### src/rtl/regfile_writeback.sv
// Register-file writeback arbiter.
// Merges ALU results and in-order load responses into one registered write port.
// A tag queue remembers the destination of every outstanding load, and a
// per-register pending scoreboard drives the decode-stage hazard signal and
// blocks write-after-write to registers that are still waiting on a load.
// Load responses always win the write port; the ALU waits until it is free.

module regfile_writeback #(
    parameter int LQ_DEPTH = 4
) (
    input  logic        clk,
    input  logic        reset,
    input  logic        alu_valid,
    input  logic [4:0]  alu_rd,
    input  logic [31:0] alu_data,
    output logic        alu_ready,
    input  logic        ld_issue,
    input  logic [4:0]  ld_rd,
    output logic        ld_issue_ready,
    input  logic        ld_resp_valid,
    input  logic [31:0] ld_resp_data,
    input  logic [4:0]  rs1_addr,
    input  logic [4:0]  rs2_addr,
    output logic        hazard,
    output logic        write_en,
    output logic [4:0]  rd_addr,
    output logic [31:0] rd_data,
    output logic        resp_err
);

    localparam int PTR_W = (LQ_DEPTH > 1) ? $clog2(LQ_DEPTH) : 1;
    localparam int CNT_W = $clog2(LQ_DEPTH + 1);
    localparam logic [CNT_W-1:0] FULL_CNT = CNT_W'(LQ_DEPTH);

    logic [4:0]       tag_q [LQ_DEPTH];
    logic [PTR_W-1:0] wr_ptr;
    logic [PTR_W-1:0] rd_ptr;
    logic [CNT_W-1:0] count;

    // Bit 0 exists only so every 5-bit register number indexes the vector
    // directly; it is held at zero because x0 can never be pending.
    logic [31:0]      pending;
    logic [31:0]      pending_nxt;

    logic             empty;
    logic             full;
    logic             push;
    logic             resp_active;
    logic [4:0]       head;

    assign empty       = (count == '0);
    assign full        = (count == FULL_CNT);
    assign head        = tag_q[rd_ptr];
    assign resp_active = ld_resp_valid && !empty;

    assign ld_issue_ready = !full && !((ld_rd != 5'd0) && pending[ld_rd]);
    assign push           = ld_issue && ld_issue_ready;

    assign alu_ready = alu_valid && !resp_active
                     && !((alu_rd != 5'd0) && pending[alu_rd]);

    assign hazard = ((rs1_addr != 5'd0) && pending[rs1_addr])
                  || ((rs2_addr != 5'd0) && pending[rs2_addr]);

    // Scoreboard update: retire the head tag, then mark a newly issued load.
    // The two can never name the same register because issue is blocked
    // while that register is still pending.
    always_comb begin
        pending_nxt = pending;
        if (resp_active) begin
            pending_nxt[head] = 1'b0;
        end
        if (push && (ld_rd != 5'd0)) begin
            pending_nxt[ld_rd] = 1'b1;
        end
        pending_nxt[0] = 1'b0;
    end

    // Tag storage; contents are only meaningful between the pointers, so no reset.
    always_ff @(posedge clk) begin
        if (!reset && push) begin
            tag_q[wr_ptr] <= ld_rd;
        end
    end

    // Queue pointers, occupancy, scoreboard and sticky response error.
    always_ff @(posedge clk) begin
        if (reset) begin
            wr_ptr   <= '0;
            rd_ptr   <= '0;
            count    <= '0;
            pending  <= '0;
            resp_err <= 1'b0;
        end else begin
            if (push) begin
                wr_ptr <= wr_ptr + 1'b1;
            end
            if (resp_active) begin
                rd_ptr <= rd_ptr + 1'b1;
            end
            case ({push, resp_active})
                2'b10:   count <= count + 1'b1;
                2'b01:   count <= count - 1'b1;
                default: count <= count;
            endcase
            pending <= pending_nxt;
            if (ld_resp_valid && empty) begin
                resp_err <= 1'b1;
            end
        end
    end

    // Registered write port; x0 destinations drop the data and leave the
    // address/data registers holding their previous values.
    always_ff @(posedge clk) begin
        if (reset) begin
            write_en <= 1'b0;
            rd_addr  <= 5'd0;
            rd_data  <= 32'd0;
        end else if (resp_active) begin
            write_en <= (head != 5'd0);
            if (head != 5'd0) begin
                rd_addr <= head;
                rd_data <= ld_resp_data;
            end
        end else if (alu_ready) begin
            write_en <= (alu_rd != 5'd0);
            if (alu_rd != 5'd0) begin
                rd_addr <= alu_rd;
                rd_data <= alu_data;
            end
        end else begin
            write_en <= 1'b0;
        end
    end

endmodule

### config.mk
export PLATFORM = sky130hd
export DESIGN_NAME = regfile_writeback
export DESIGN_NICKNAME = d
export VERILOG_FILES = /design/src/rtl/regfile_writeback.sv
export SDC_FILE = /design/constraint.sdc
export NUM_CORES = 1
export LEC_CHECK = 0
export BUFFER_PORTS_ARGS = -buffer_cell sky130_fd_sc_hd__buf_2
export CORE_MARGIN = 2
export CORE_UTILIZATION = 54
export CTS_CLUSTER_DIAMETER = 150
export DETAILED_ROUTE_END_ITERATION = 10
export MAX_ROUTING_LAYER = met4
export PLACE_DENSITY = 0.8
export SLEW_MARGIN = 20
export SYNTH_ARGS = -nofsm -noshare
export SYNTH_HDL_FRONTEND = slang
export SYNTH_SLANG_ARGS = --single-unit
### constraint.sdc
create_clock -name clk -period 3.6 [get_ports clk]
set_input_delay 0 -clock clk [delete_from_list [all_inputs] [get_ports clk]]
set_output_delay 0 -clock clk [all_outputs]
set_load 0.05 [all_outputs]
; After elaboration in Yosys (flattened, before gate mapping)
; Memories as Yosys holds them, arrays and structs flattened. A register that Yosys moved wholly into a read port is not among the register bits.
; Cells that the tools add are included.
[op_classes]
n_mux = 29
n_bitwise = 3
n_addsub = 4
magnitude_cmp = 7
reduce_logical = 31
n_eq_ne = 4
[ops]
columns = operator, count
row1 = $mux 32, 6
row2 = $and 32x32->32, 1
row3 = $not 32->32, 1
row4 = $or 32x32->32, 1
row5 = $lt 5x6->1 const B, 5
row6 = $reduce_bool 5->1, 5
row7 = $bmux 1 s5, 4
row8 = $mux 5, 4
row9 = $logic_and 1x1->1, 14
row10 = $demux 1 s5, 2
row11 = $ge 5x1->1 const B, 2
row12 = $mux 1, 10
row13 = $logic_not 1->1, 6
row14 = $pmux 3 s2, 1
row15 = $reduce_bool 2->1, 3
row16 = $add 2x1->2 const B, 2
row17 = $mux 2, 2
row18 = $add 3x1->3 const B, 1
row19 = $eq 3x3->1 const B, 1
row20 = $logic_not 3->1, 1
row21 = $reduce_and 3->1, 1
row22 = $sub 3x1->3 const B, 1
row23 = $eq 2x1->1 const B, 1
row24 = $eq 2x2->1 const B, 1
row25 = 2 further kinds, 2
[word_totals]
register_bits = 78
memories = 1
elab_cells = 88
ram_bits = 20
out_inout_bits = 42
input_bits = 89
[mem_list]
columns = memory, words, width, rd, rd_clocked_by_memory_dff, wr, line
row1 = tag_q, 4, 5, 1, 1, 1, 35  ; logic [4:0] tag_q [LQ_DEPTH];

; Depth between registers and ports, before layout
[depth]
ltp_word = 9
mapped_depth = 14
ltp_nobuf = 10

; Worst setup path after synthesis
; No wires, ideal clock.
[synth_timing]
path_type = reg2reg
from = reg pending[27]
to = reg count[2]
setup_time_ns = 0.071
slack_ns = 0.799
path_stages_with_launch = 13
arrival_time_ns = 2.730
t_required_ns = 3.529
period_less_slack_ns = 2.801
cell_sequence = dfxtp_1 > mux4_2 > o21ai_0 > o22ai_1 > or4_1 > buf_2 > buf_2 > ha_1 > inv_1 > fa_1 > xor2_1 > or3_1 > a21oi_1
[synth_via]
elab_chain_cells = 8
word_cells_on_any_way = 10
cone_classes = eq/ne: 2 / mux: 3 / reduce/logical: 5
[synth_lines]
columns = item, line
row1 = from (decl), 42  ; logic [31:0] pending;
row2 = from (signal assigned), 106  ; pending <= pending_nxt;
row3 = $bmux 1 s5 *, 56  ; assign ld_issue_ready = !full && !((ld_rd != 5'd0) && pending[ld_rd]);
row4 = $mux 1 (not written as such) *, 56
row5 = $logic_and 1x1->1 *, 56
row6 = $logic_not 1->1 *, 56
row7 = $logic_and 1x1->1 *, 56
row8 = $logic_and 1x1->1 *, 57  ; assign push = ld_issue && ld_issue_ready;
row9 = $eq 2x1->1 or $eq 2x2->1 (tied branches), 101  ; case ({push, resp_active})
row10 = $pmux 3 s2 or $reduce_bool 2->1 (tied branches), --
row11 = to (signal assigned), 102  ; 2'b10: count <= count + 1'b1;
row12 = to (signal assigned), 103  ; 2'b01: count <= count - 1'b1;
row13 = to (signal assigned), 104  ; default: count <= count;
row14 = to (decl), 38  ; logic [CNT_W-1:0] count;
; Mark *: on every way between the ends. The rest lies on a longest branch, timed or not. The select of a mux whose other input is x is not followed.
; A chain may end at the register's enable or synchronous reset.

; Worst setup path in the final report
[layout_timing]
from = reg pending[4]
to = reg count[2]
; The elaborated chain is that of the path after synthesis.

==> metrics.txt <==
Vias=5071; IO buf count=130; gr usage total=29.1%; MaxCap Viol Count=0; Pwr Total=3.94 mW; number of synthesized flops with an enable pin=20; Mapped Area=5580 um2; die area=11200 um2; Worst Setup End Kind=flip-flop; Net Switching=1.78 mW; #FFs+latches synth=99; Buf/Inv on CP=1; Cell variety after synth=48; Sink Count=99; first-pass GRT wire length=25.0 mm; Nets=741; CTS tree=done; grt total ovfl=0; clock skew=0.0125 ns; Yosys warnings=0; clk slew on worst S/H paths=0.10 ns; simple logic cell fraction of the synthesized area=9.80%; M1 wire length=6.22 mm; critical path arrival=3.31 ns; Tightest Hold Check Type=in2reg; period utilization=83.9%; Area Growth Syn to Fin=20.4%; leakage power=2.52 nW; Required @ worst endpoint=3.89 ns; Met3 Wirelength=1.49 mm; RSZ-0062 raised after global routing=no; Syn Inst Count=515; DR vias/cell=6.44; Gate power share=46.7%; critical path, cell by cell=mux4_2 > mux2i_1 > o22ai_1 > or4_1 > ha_1 > inv_1 > fa_1 > xor2_1 > or3_1 > a21oi_1; outcome=completed; crit path kind=reg2reg; Final setup viols=0; worst-margin pin slew=0.713 ns; Final Max Tran Viols=0; drc violations=0; Mean Syn Cell Area=10.8 um2; mux contribution to synthesized area=22.7%; First-pass DRT Iterations=7; Int Pwr=2.16 mW; final hold vios=0; Synth Flop Type=dfxtp_1; main combinational cell family by area after synthesis=multiplexers; sequential fraction of the synthesis area=39.1%; Sequential Power Share=36.6%; worst skew pair latency=0.37 ns; row cnt=37; final hold slack=0.00785 ns; share of layout cells above drive strength 1=34.3%; post-synthesis compound-gate area fraction=21.3%; Setup TNS=0 ns; Diodes inserted=0; Slew HR=52.4%; remaining antenna violation count=0; Crit path largest cell delay=0.71 ns; worst reg2reg path depth=10; DIE WIDTH=106 um; crit start category=flip-flop; Post-Route WL=16.2 mm; average routed wire per standard cell=20.6 um; post-DP HPWL=10.9 mm; asr flop ratio synth=0%; largest net degree at the start of global routing=53; power density over the cells=587 nW/um2; initial drt markers=516; Final Critical Period=3.02 ns; initial antenna violation count=0; vias in the first global route=4888; max layer used=met4; fmax=0.331 GHz; Critical Path Stages=10; Crit Path Max Fanout=8; starting density of the core=54.8%; Ports=131; Clk pwr share=16.8%; met2 wire length=7.95 mm; adder-cell share of the synthesized area=1.48%; WHS Path Cells=3; post-CTS setup buffers=0; root buffer cell=clkbuf_8; core area=10200 um2; H-tree levels=3; Sw Share=45.2%; Slowest-stage cell, CP=or4_1; Max clock buf depth=2; GPL Wtd Cong=0.878; CTS Buf Count=9; CP top delay family=simple AND/OR/NAND/NOR gates; Synth Area in XOR/XNOR=0.785%; total nets after synthesis=610; Die H=106 um; Worst VDD drop=0.000533 V; final core utilization=65.9%
power groups by stage:
stage          sequential (mW)  clock (mW)  combinational [mW]
2_1_floorplan             1.93           0               0.884
3_3_place_gp              1.45           0                1.72
3_5_place_dp              1.46           0                1.76
4_1_cts                   1.44       0.660                1.81
5_1_grt                   1.46       0.709                1.94
6_report                  1.44       0.660                1.84
synthesized netlist by cell type (2+ instances only):
cell type | instances | share of area, %
nor2_1 | 22 | 1.5
a32o_1 | 5 | 0.90
o211ai_1 | 17 | 2.3
a31o_1 | 2 | 0.31
nor2b_1 | 4 | 0.45
or2_2 | 2 | 0.22
nor3_1 | 12 | 1.1
ha_1 | 5 | 1.1
o22ai_1 | 3 | 0.34
dfxtp_1 | 79 | 28
a211oi_2 | 20 | 4.5
mux2_2 | 6 | 1.2
nand2b_1 | 6 | 0.67
xor2_1 | 3 | 0.47
nor3b_1 | 7 | 0.94
nand3_1 | 9 | 0.81
edfxtp_1 | 20 | 11
o21ai_0 | 6 | 0.54
clkbuf_1 | 30 | 2.0
nand3b_1 | 4 | 0.54
inv_1 | 12 | 0.81
or3_1 | 3 | 0.34
a31o_2 | 5 | 0.79
nor4_1 | 2 | 0.22
a21oi_1 | 7 | 0.63
and2_1 | 3 | 0.34
mux2i_1 | 50 | 9.0
a211oi_1 | 54 | 7.3
buf_6 | 2 | 0.40
o31ai_1 | 20 | 2.7
buf_2 | 14 | 1.3
mux4_2 | 31 | 13
xnor2_1 | 2 | 0.31
nand2_1 | 34 | 2.3
layout by cell type, fill, tap and decap left out, types with 11 or more instances in the layout:
cell           netlist  final
dlygate4sd3_1        0     28
nand2_1             34     34
nor3_1              12     12
o211ai_1            17     17
mux2i_1             50     50
buf_2               14    130
nor2_1              22     22
mux4_2              31     31
edfxtp_1            20     20
inv_1               12     11
o31ai_1             20     20
a211oi_2            20     20
dfxtp_1             79     79
a211oi_1            54     54
layer usage:
layer | vias to the layer above | track usage, %
met5 | - | -
met4 | 0 | 12.7
met3 | 55 | 5.69
met2 | 298 | 46.9
met1 | 2432 | 35.9
li1 | 2286 | -
logic make-up after synthesis:
kind of cell    count (synthesis)
compound gates                146
xor+xnor                        5
fa+ha+maj                       6
buf+inv                        61
flops                          99
mux                            87
simple gates                  111
per-stage QoR:
step                      instances  setup slack [ns]  area [um2]
after floorplan                 515             0.799        5580
after global placement          743             0.506        6260
after detailed placement        743             0.412        6260
after CTS                       784             0.583        6690
after global routing            787             0.465        6720
final                           787             0.581        6720
path summary, 6_finish.rpt:
kind | startpoint | end | slack (ns)
min | alu_data[12] | rd_data[12] | 0.008
max | pending[4] | count[2] | 0.58
min reg2reg | resp_err | resp_err | 0.48
max reg2reg | pending[4] | count[2] | 0.58
layout make-up:
cell class | instances | area, um2
Clock inverter | 5 | 36.3
Tap cell | 136 | 170
Clock buffer | 11 | 135
Multi-Input combinational cell | 355 | 3140
Timing Repair Buffer | 168 | 1010
Sequential cell | 99 | 2180
Fill cell | 795 | 3470
Inverter | 13 | 48.8
sequential cells by signal, indices dropped and copies added (netlist names), named ones only:
register / count
count: 3
pending: 31
rd_addr: 5
rd_data: 32
rd_ptr: 2
resp_err: 1
tag_q: 20
wr_ptr: 2
write_en: 1
what timing repair did:
action	4_1_cts	5_1_grt
gates resized for setup	0	0
hold endpoints to repair	16	3
hold buffers	25	3
tightest hold or removal path, stage by stage:
cell and delay, ns:
buf_2 0.10, mux2i_1 0.14, a211oi_1 0.09
Power figures use the tool's default switching activity.
